[src/rtl/icache_loader.sv]
// icache_loader: boot-time sequencer for the instruction store.
// Accepts a length header followed by N instruction halfwords and writes
// them to store slots 0..N-1, then releases the CPU via cpu_run.
// Optional build macro: ICACHE_LOADER_CHECKSUM_EN adds a trailing checksum
// word and a CHECK state that validates it before releasing the CPU.
module icache_loader #(
  parameter int DEPTH  = 128,
  parameter int IDX_W  = 32,
  parameter int DATA_W = 16
) (
  input  logic              clk,
  input  logic              rst,
  input  logic              start,
  input  logic              in_valid,
  input  logic [DATA_W-1:0] in_data,
  output logic              in_ready,
  output logic              ic_write_enable,
  output logic [IDX_W-1:0]  ic_write_index,
  output logic [DATA_W-1:0] ic_write_data,
  output logic              cpu_run,
  output logic              busy,
  output logic              error,
  output logic [IDX_W-1:0]  load_count,
  output logic [2:0]        dbg_state
);

  typedef enum logic [2:0] {
    S_IDLE   = 3'd0,
    S_HEADER = 3'd1,
    S_LOAD   = 3'd2,
    S_DRAIN  = 3'd3,
    S_RUN    = 3'd4,
    S_ERROR  = 3'd5
`ifdef ICACHE_LOADER_CHECKSUM_EN
    , S_CHECK = 3'd6
`endif
  } state_e;

  // Where the FSM goes once the last instruction (or an empty header) is taken.
`ifdef ICACHE_LOADER_CHECKSUM_EN
  localparam state_e S_POST = S_CHECK;
`else
  localparam state_e S_POST = S_DRAIN;
`endif

  state_e              state_q, state_d;
  logic                in_ready_q;
  logic                we_q;
  logic [IDX_W-1:0]    idx_q;
  logic [DATA_W-1:0]   wdata_q;
  logic                cpu_run_q;
  logic                busy_q;
  logic                error_q;
  logic [IDX_W-1:0]    count_q;
  logic [IDX_W-1:0]    n_q;
  logic [IDX_W-1:0]    count_inc;
  logic [IDX_W-1:0]    hdr_n;
  logic                xfer;
`ifdef ICACHE_LOADER_CHECKSUM_EN
  logic [DATA_W-1:0]   sum_q;
`endif

  // Handshake: a word moves when in_valid and in_ready are both high at a
  // rising edge. in_ready is registered from the state being entered, so it
  // never depends combinationally on in_valid; in_data is ignored otherwise.
  assign xfer      = in_valid && in_ready_q;
  assign hdr_n     = IDX_W'(in_data);
  assign count_inc = count_q + IDX_W'(1);

  // Next-state selection; start only has effect from IDLE, RUN and ERROR.
  always_comb begin
    state_d = state_q;
    case (state_q)
      S_IDLE, S_RUN, S_ERROR: begin
        if (start) state_d = S_HEADER;
      end
      S_HEADER: begin
        if (xfer) begin
          if (hdr_n > IDX_W'(DEPTH)) state_d = S_ERROR;
          else if (hdr_n == '0)      state_d = S_POST;
          else                       state_d = S_LOAD;
        end
      end
      S_LOAD: begin
        if (xfer && (count_inc == n_q)) state_d = S_POST;
      end
`ifdef ICACHE_LOADER_CHECKSUM_EN
      S_CHECK: begin
        if (xfer) state_d = (sum_q == in_data) ? S_DRAIN : S_ERROR;
      end
`endif
      S_DRAIN: state_d = S_RUN;
      default: state_d = S_IDLE;
    endcase
  end

  // State register plus all registered outputs and the write datapath.
  always_ff @(posedge clk or posedge rst) begin
    if (rst) begin
      state_q    <= S_IDLE;
      in_ready_q <= 1'b0;
      we_q       <= 1'b0;
      idx_q      <= '0;
      wdata_q    <= '0;
      cpu_run_q  <= 1'b0;
      busy_q     <= 1'b0;
      error_q    <= 1'b0;
      count_q    <= '0;
      n_q        <= '0;
`ifdef ICACHE_LOADER_CHECKSUM_EN
      sum_q      <= '0;
`endif
    end else begin
      state_q    <= state_d;
      in_ready_q <= (state_d == S_HEADER) || (state_d == S_LOAD)
`ifdef ICACHE_LOADER_CHECKSUM_EN
                    || (state_d == S_CHECK)
`endif
                    ;
      busy_q     <= (state_d == S_HEADER) || (state_d == S_LOAD) || (state_d == S_DRAIN)
`ifdef ICACHE_LOADER_CHECKSUM_EN
                    || (state_d == S_CHECK)
`endif
                    ;
      // cpu_run rises one cycle after RUN is entered, so DRAIN plus that
      // first RUN cycle give the store a settled read path; start drops it
      // on the same edge that leaves RUN.
      cpu_run_q  <= (state_q == S_RUN) && (state_d == S_RUN);
      error_q    <= (state_d == S_ERROR);
      we_q       <= 1'b0;
      if ((state_d == S_HEADER) && (state_q != S_HEADER)) begin
        count_q <= '0;
`ifdef ICACHE_LOADER_CHECKSUM_EN
        sum_q   <= '0;
`endif
      end
      if ((state_q == S_HEADER) && xfer) n_q <= hdr_n;
      if ((state_q == S_LOAD) && xfer) begin
        idx_q   <= count_q;
        wdata_q <= in_data;
        we_q    <= 1'b1;
        count_q <= count_inc;
`ifdef ICACHE_LOADER_CHECKSUM_EN
        sum_q   <= sum_q + in_data;
`endif
      end
    end
  end

  assign in_ready        = in_ready_q;
  assign ic_write_enable = we_q;
  assign ic_write_index  = idx_q;
  assign ic_write_data   = wdata_q;
  assign cpu_run         = cpu_run_q;
  assign busy            = busy_q;
  assign error           = error_q;
  assign load_count      = count_q;
  assign dbg_state       = state_q;

endmodule

[config.mk]
export PLATFORM = sky130hd
export DESIGN_NAME = icache_loader
export DESIGN_NICKNAME = d
export VERILOG_FILES = /design/src/rtl/icache_loader.sv
export SDC_FILE = /design/constraint.sdc
export NUM_CORES = 1
export LEC_CHECK = 0
export ABC_AREA = 0
export BUFFER_PORTS_ARGS = -buffer_cell sky130_fd_sc_hd__buf_2
export CORE_ASPECT_RATIO = 1.1
export CORE_MARGIN = 2
export CORE_UTILIZATION = 30
export CTS_CLUSTER_DIAMETER = 80
export CTS_CLUSTER_SIZE = 24
export DETAILED_ROUTE_END_ITERATION = 16
export SYNTH_ARGS = -nofsm -noshare
export SYNTH_HDL_FRONTEND = slang
export SYNTH_SLANG_ARGS = --single-unit
[constraint.sdc]
create_clock -name clk -period 2.5 [get_ports clk]
set_input_delay 0 -clock clk [delete_from_list [all_inputs] [get_ports clk]]
set_output_delay 0 -clock clk [all_outputs]
set_load 0.005 [all_outputs]
; Word level (Yosys, flattened, before mapping)
; Index checks and enable logic that the tools add are counted.
[classes]
addsub = 1
order_cmp = 1
n_eq_ne = 12
muxes = 9
n_reduce_logical = 12
[ops]
columns = cell, n
row1 = 2-to-1 mux 32 bit, 2
row2 = "adder 32 x 1 -> 32 bit, second input constant", 1
row3 = equality test 32 x 16 -> 1 bit, 1
row4 = logical NOT 32 bit, 1
row5 = "greater-than comparator 16 x 8 -> 1 bit, second input constant", 1
row6 = "equality test 3 x 2 -> 1 bit, second input constant", 4
row7 = "equality test 3 bit, second input constant", 4
row8 = 2-to-1 mux 3 bit, 4
row9 = case mux 3 bit (4 select lines), 1
row10 = "equality test 3 x 1 -> 1 bit, second input constant", 2
row11 = logical AND 1 bit, 6
row12 = logical NOT 3 bit, 1
row13 = "inequality test 3 x 1 -> 1 bit, second input constant", 1
row14 = OR reduction 3 bit, 1
row15 = logical OR 1 bit, 2
row16 = 2-to-1 mux 1 bit, 2
row17 = nonzero test 2 bit, 1
[word_totals]
reg_bits = 104
elab_cells = 45

; Depth between registers and ports, before layout
[depth]
ltp_word = 9
ltp_mapped = 10
depth_no_buf = 8

; Worst setup path after synthesis
; Ideal clock, no wire load.
[synth_path]
kind = reg2reg
start = register count_q[0], in the netlist load_count[0]
end = register in_ready_q, in the netlist in_ready
setup_time_ns = 0.135
arrival_time_ns = 2.542
slack_ns = -0.176
stages_incl_launch_ff = 11
path_buffers = 2
period_less_slack_ns = 2.676
path_cell_list = dfrtp_1 > ha_1 > buf_2 > nand3_1 > nor3_4 > buf_6 > nand4_2 > a2111oi_2 > o2111ai_1 > o41ai_4 > o22ai_1
[synth_between]
elab_chain_cells = 7
[synth_rtl]
columns = item, line
row1 = start: declaration, 54  ; logic [IDX_W-1:0] count_q;
row2 = start signal: assignment, 142  ; count_q <= count_inc;
row3 = adder 32 x 1 -> 32 bit (*), 68  ; assign count_inc = count_q + IDX_W'(1);
row4 = equality test 32 x 16 -> 1 bit (*), 85  ; if (xfer && (count_inc == n_q)) state_d = S_POST;
row5 = logical AND 1 bit (*), 85
row6 = 2-to-1 mux 3 bit (*), 85
row7 = case mux 3 bit (4 select lines) (*), 73  ; case (state_q)
row8 = net state_d[0], 46  ; state_e state_q, state_d;
row9 = equality test 3 x 1 -> 1 bit / equality test 3 x 2 -> 1 bit (equally long branches), 115  ; in_ready_q <= (state_d == S_HEADER) || (state_d == S_LOAD)
row10 = logical OR 1 bit (*), 115
row11 = end signal: assignment, 115
row12 = end: declaration, 47  ; logic in_ready_q;
; The timed path passes the listed nets; every way through them passes the cells marked *.
; A chain may end at the register's enable or synchronous reset.

; Worst setup path in the final report
[layout_path]
start = register count_q[1], in the netlist load_count[1]
end = register error_q, in the netlist error
[layout_between]
elab_chain_cells = 6
[layout_rtl]
columns = item, line
row1 = adder 32 x 1 -> 32 bit, 68
row2 = equality test 32 x 16 -> 1 bit, 85
row3 = logical AND 1 bit, 85
row4 = 2-to-1 mux 3 bit, 85
row5 = case mux 3 bit (4 select lines), 73
row6 = net state_d[0], 46
row7 = equality test 3 bit, 129  ; error_q <= (state_d == S_ERROR);
row8 = end signal: assignment, 129
row9 = end: declaration, 53  ; logic error_q;
; The timed path passes the listed nets, and every way through them passes these cells.

==> impl_results.md <==
- Outcome: finished, final reports clean
- Wire length reported by the detailed router: approximately 15,000 µm
- Max-slew violations: 0
- Worst-path maximum fanout: 5
- Standby leakage power: 3.60 nW
- Drt via density: about 4.8
- CTS Sinks: 104
- Slowest stage cell, crit path: o41ai_4
- Startpoint types: flip-flop
- Initial Util: between 30% and 40%
- Ports placed on the boundary: 108
- Highest Clock Rate: 417 MHz
- Clock skew: 0.0109 ns
- Average instance area after synthesis: between 9 and 10 µm²
- Placer's final routability congestion estimate: 0.847
- Clock slew seen by the registers of the worst setup and hold paths: 0.07 ns
- Total Die Area: 18,500 µm²
- Half-perimeter wire length after placement: between 9000 and 10,000 µm
- Final routed DRC violation total: 0
- Num CTS Buffers: 9
- Most area-consuming cells after synthesis: dfrtp_1 50%, nand2_1 11%, xnor2_1 4.5%, xor2_1 3.5%, mux2_2 3.4%
- Family with the most delay on the worst path: compound AO/OA/AOI/OAI gates
- Fill cell instance count of the final layout: 1,712
- Non-Filler Cell Area, Final: 7080 µm²
- Initial antenna violation count: 0
- Arr. time, crit path: 2.69 ns
- Number of buffers inserted by port buffering: 107
- Diode count: 0
- PnR Total Power: 4.16 mW
- Element type at the critical path end: flip-flop
- Later-pin clock latency in the skew report: between 0.3 and 0.4 ns
- Instance count of the mapped netlist: roughly 570
- Nets in the synthesized netlist: ~590
- Share of final-layout standard cells stronger than drive strength 1: 32.8%
- Crit Path Class: flip-flop to flip-flop
- Part of the cycle the worst path needs: 95.9%
- Total track usage: 16.4%
- Total of endpoints with negative setup slack in the final report: 0
- Cell type with the largest total area after synthesis: dfrtp_1
- Die width: 130 µm
- Hold slack final: 0.276 ns
- Worst slew margin relative to its limit: 50.6%
- TritonCTS clock tree: done
- Drt initial violations: 188
- Time the worst path needs with I/O delays and setup: 2.40 ns
- Routed wire per std cell: 15.0 µm
- Crit path buffers/inverters: 2
- List of most frequent post-synthesis cells: 160 x nand2_1, 104 x dfrtp_1, 38 x nor2_1, 27 x xnor2_1, 23 x clkbuf_1
- Pin count of the biggest net entering global routing: 105
- Wire length of the first global-routing pass: 23,600 µm
- Total Nets Final: 755
- Number of storage elements in the synthesis netlist: 104
- Root buffer selected by CTS: clkbuf_16
- Total number of vias: 4,644
- Total number of placement rows: 50
- Cell with the most instances after synthesis: nand2_1
- Area post-placement: 6360 µm²
- CTS H-Tree Depth: 3
- Setup repair after global routing missed its margin: yes
- Predominant post-synthesis flop cell: dfrtp_1
- Number of global-route vias before repair: 4,470
- Post-synthesis instance area: 5240 µm²
- Antenna Nets Post-Route: 0
- Number of max-cap violations: 0
- IR drop worst, VDD: 0.000306 V
- Count of endpoints failing hold in the final timing report: 0
- Floorplan die height: 143 µm
- Share of async-settable or async-resettable flops after synthesis: 100%
- Library cells used by synthesis: 57
- Multi-input logic area: between 2000 and 3000 µm²
- Delay contributed by the slowest stage of the critical path: 0.45 ns
- Required time of the critical path: 2.79 ns
- Min-delay worst type: primary input to flip-flop
- Cell-by-cell listing of the critical path: ha_4 > nand3_4 > nor3_4 > buf_6 > buf_6 > nand4_1 > xor2_1 > nand4_1 > o41ai_4 > o211a_1
- Overflow after GRT: 0
- Number of enable flip-flop cells after synthesis: 0
- Number of buffers on the longest clock path: 2
- Share of Yosys cell area claimed by the top area cell type: 49.7%
- Count of TritonRoute iterations in the first routing pass: 4
- Sum Neg Setup Slack: 0 ns
- Area of all sequential standard cells: 2610 µm²
- Core outline area: 17,100 µm²
- Count of synthesis-stage warnings from yosys: 0
- Number of placed cells counting well taps: between 900 and 1,000
- Slew of the pin with the lowest slew margin: 0.740 ns
- Portion of the post-synthesis area used by sequential elements: 49.7%
- Ratio of total power to cell area: 588 nW/µm²
- Post-Layout Cell Count: 972
- Area grow syn2layout: 35.0%
area by class of cell:
class | instances | area share, %
flip-flops and latches | 104 | 36.9
multi-input cells | 417 | 36.6
repair buffers | 193 | 17.9
well taps | 234 | 4.14
clock buffers | 9 | 3.18
clock inverters | 6 | 0.743
inverters | 9 | 0.531
state kept, by name (all words and copies together) (netlist names):
register         cells
busy                 1
cpu_run              1
dbg_state            3
error                1
ic_write_data       16
ic_write_enable      1
ic_write_index      32
in_ready             1
load_count          32
n_q                 16
final timing paths:
| kind | start | end | slack (ns) | cells past startpoint |
|---|---|---|---|---|
| worst max-delay path | load_count[1] | error | 0.10 | 10 |
| min in group asynchronous | rst | ic_write_index[11] | 0.33 | 4 |
| worst min register to register | ic_write_index[11] | ic_write_index[11] | 0.47 | 2 |
| max in group asynchronous | rst | load_count[9] | 1.67 | 4 |
| worst max register to register | load_count[1] | error | 0.10 | 10 |
| worst min-delay path | in_valid | ic_write_enable | 0.28 | 4 |
tightest hold or removal path, cell delays in order:
cell     delay (ns)
buf_2          0.11
nand4_1        0.12
inv_2          0.08
buf_12         0.21
logic make-up after synthesis:
group | share of synthesized area [%]
and+or+nand+nor | 25.7
DFF | 49.7
AOI/OAI and AO/OA | 8.98
xor gates and xnor gates | 8.02
buffers and inverters | 3.80
muxes | 3.63
adders and majority gates | 0.239
cells in the final DEF (no fill, tap or decap), drive strengths merged, types with 15 or more instances in the layout:
cell         count
buf            175
nand2          160
dfrtp          104
nor2            38
xnor2           27
xor2            21
nand4           20
dlygate4sd3     18
mux2            16
and3            16
o21ai           16
nand3           15
metrics by stage:
stage | util [%] | setup slack [ns]
finish | 41.4 | 0.102
global route | 41.4 | -0.0594
CTS | 41.0 | -0.0310
detailed placement | 37.2 | -0.0247
global placement | 37.2 | 0.0405
floorplan | - | 0.0427
layer usage:
layer	routed length, µm	track usage (%)	up-vias
li1	-	-	2273
met4	317	5.21	0
met1	6790	21.8	2229
met5	0	0	-
met3	752	3.93	22
met2	6700	26.3	120
report_power, final:
part           internal, mW  total [mW]  leakage [nW]  switching, mW
sequential             1.84        1.99          1.39          0.148
combinational         0.420       0.802          2.07          0.382
clock                 0.687        1.37         0.130          0.679
total                  2.95        4.16          3.60           1.21
what timing repair did:
action                     4_1_cts  5_1_grt
setup endpoints to repair        3        4
hold endpoints to repair       138        0
resized for setup               21       15
hold buffers                    18        0
setup buffers                   11        2
pin swaps                       13       11
gates cloned                     0        0
Power figures use the tool's default switching activity.
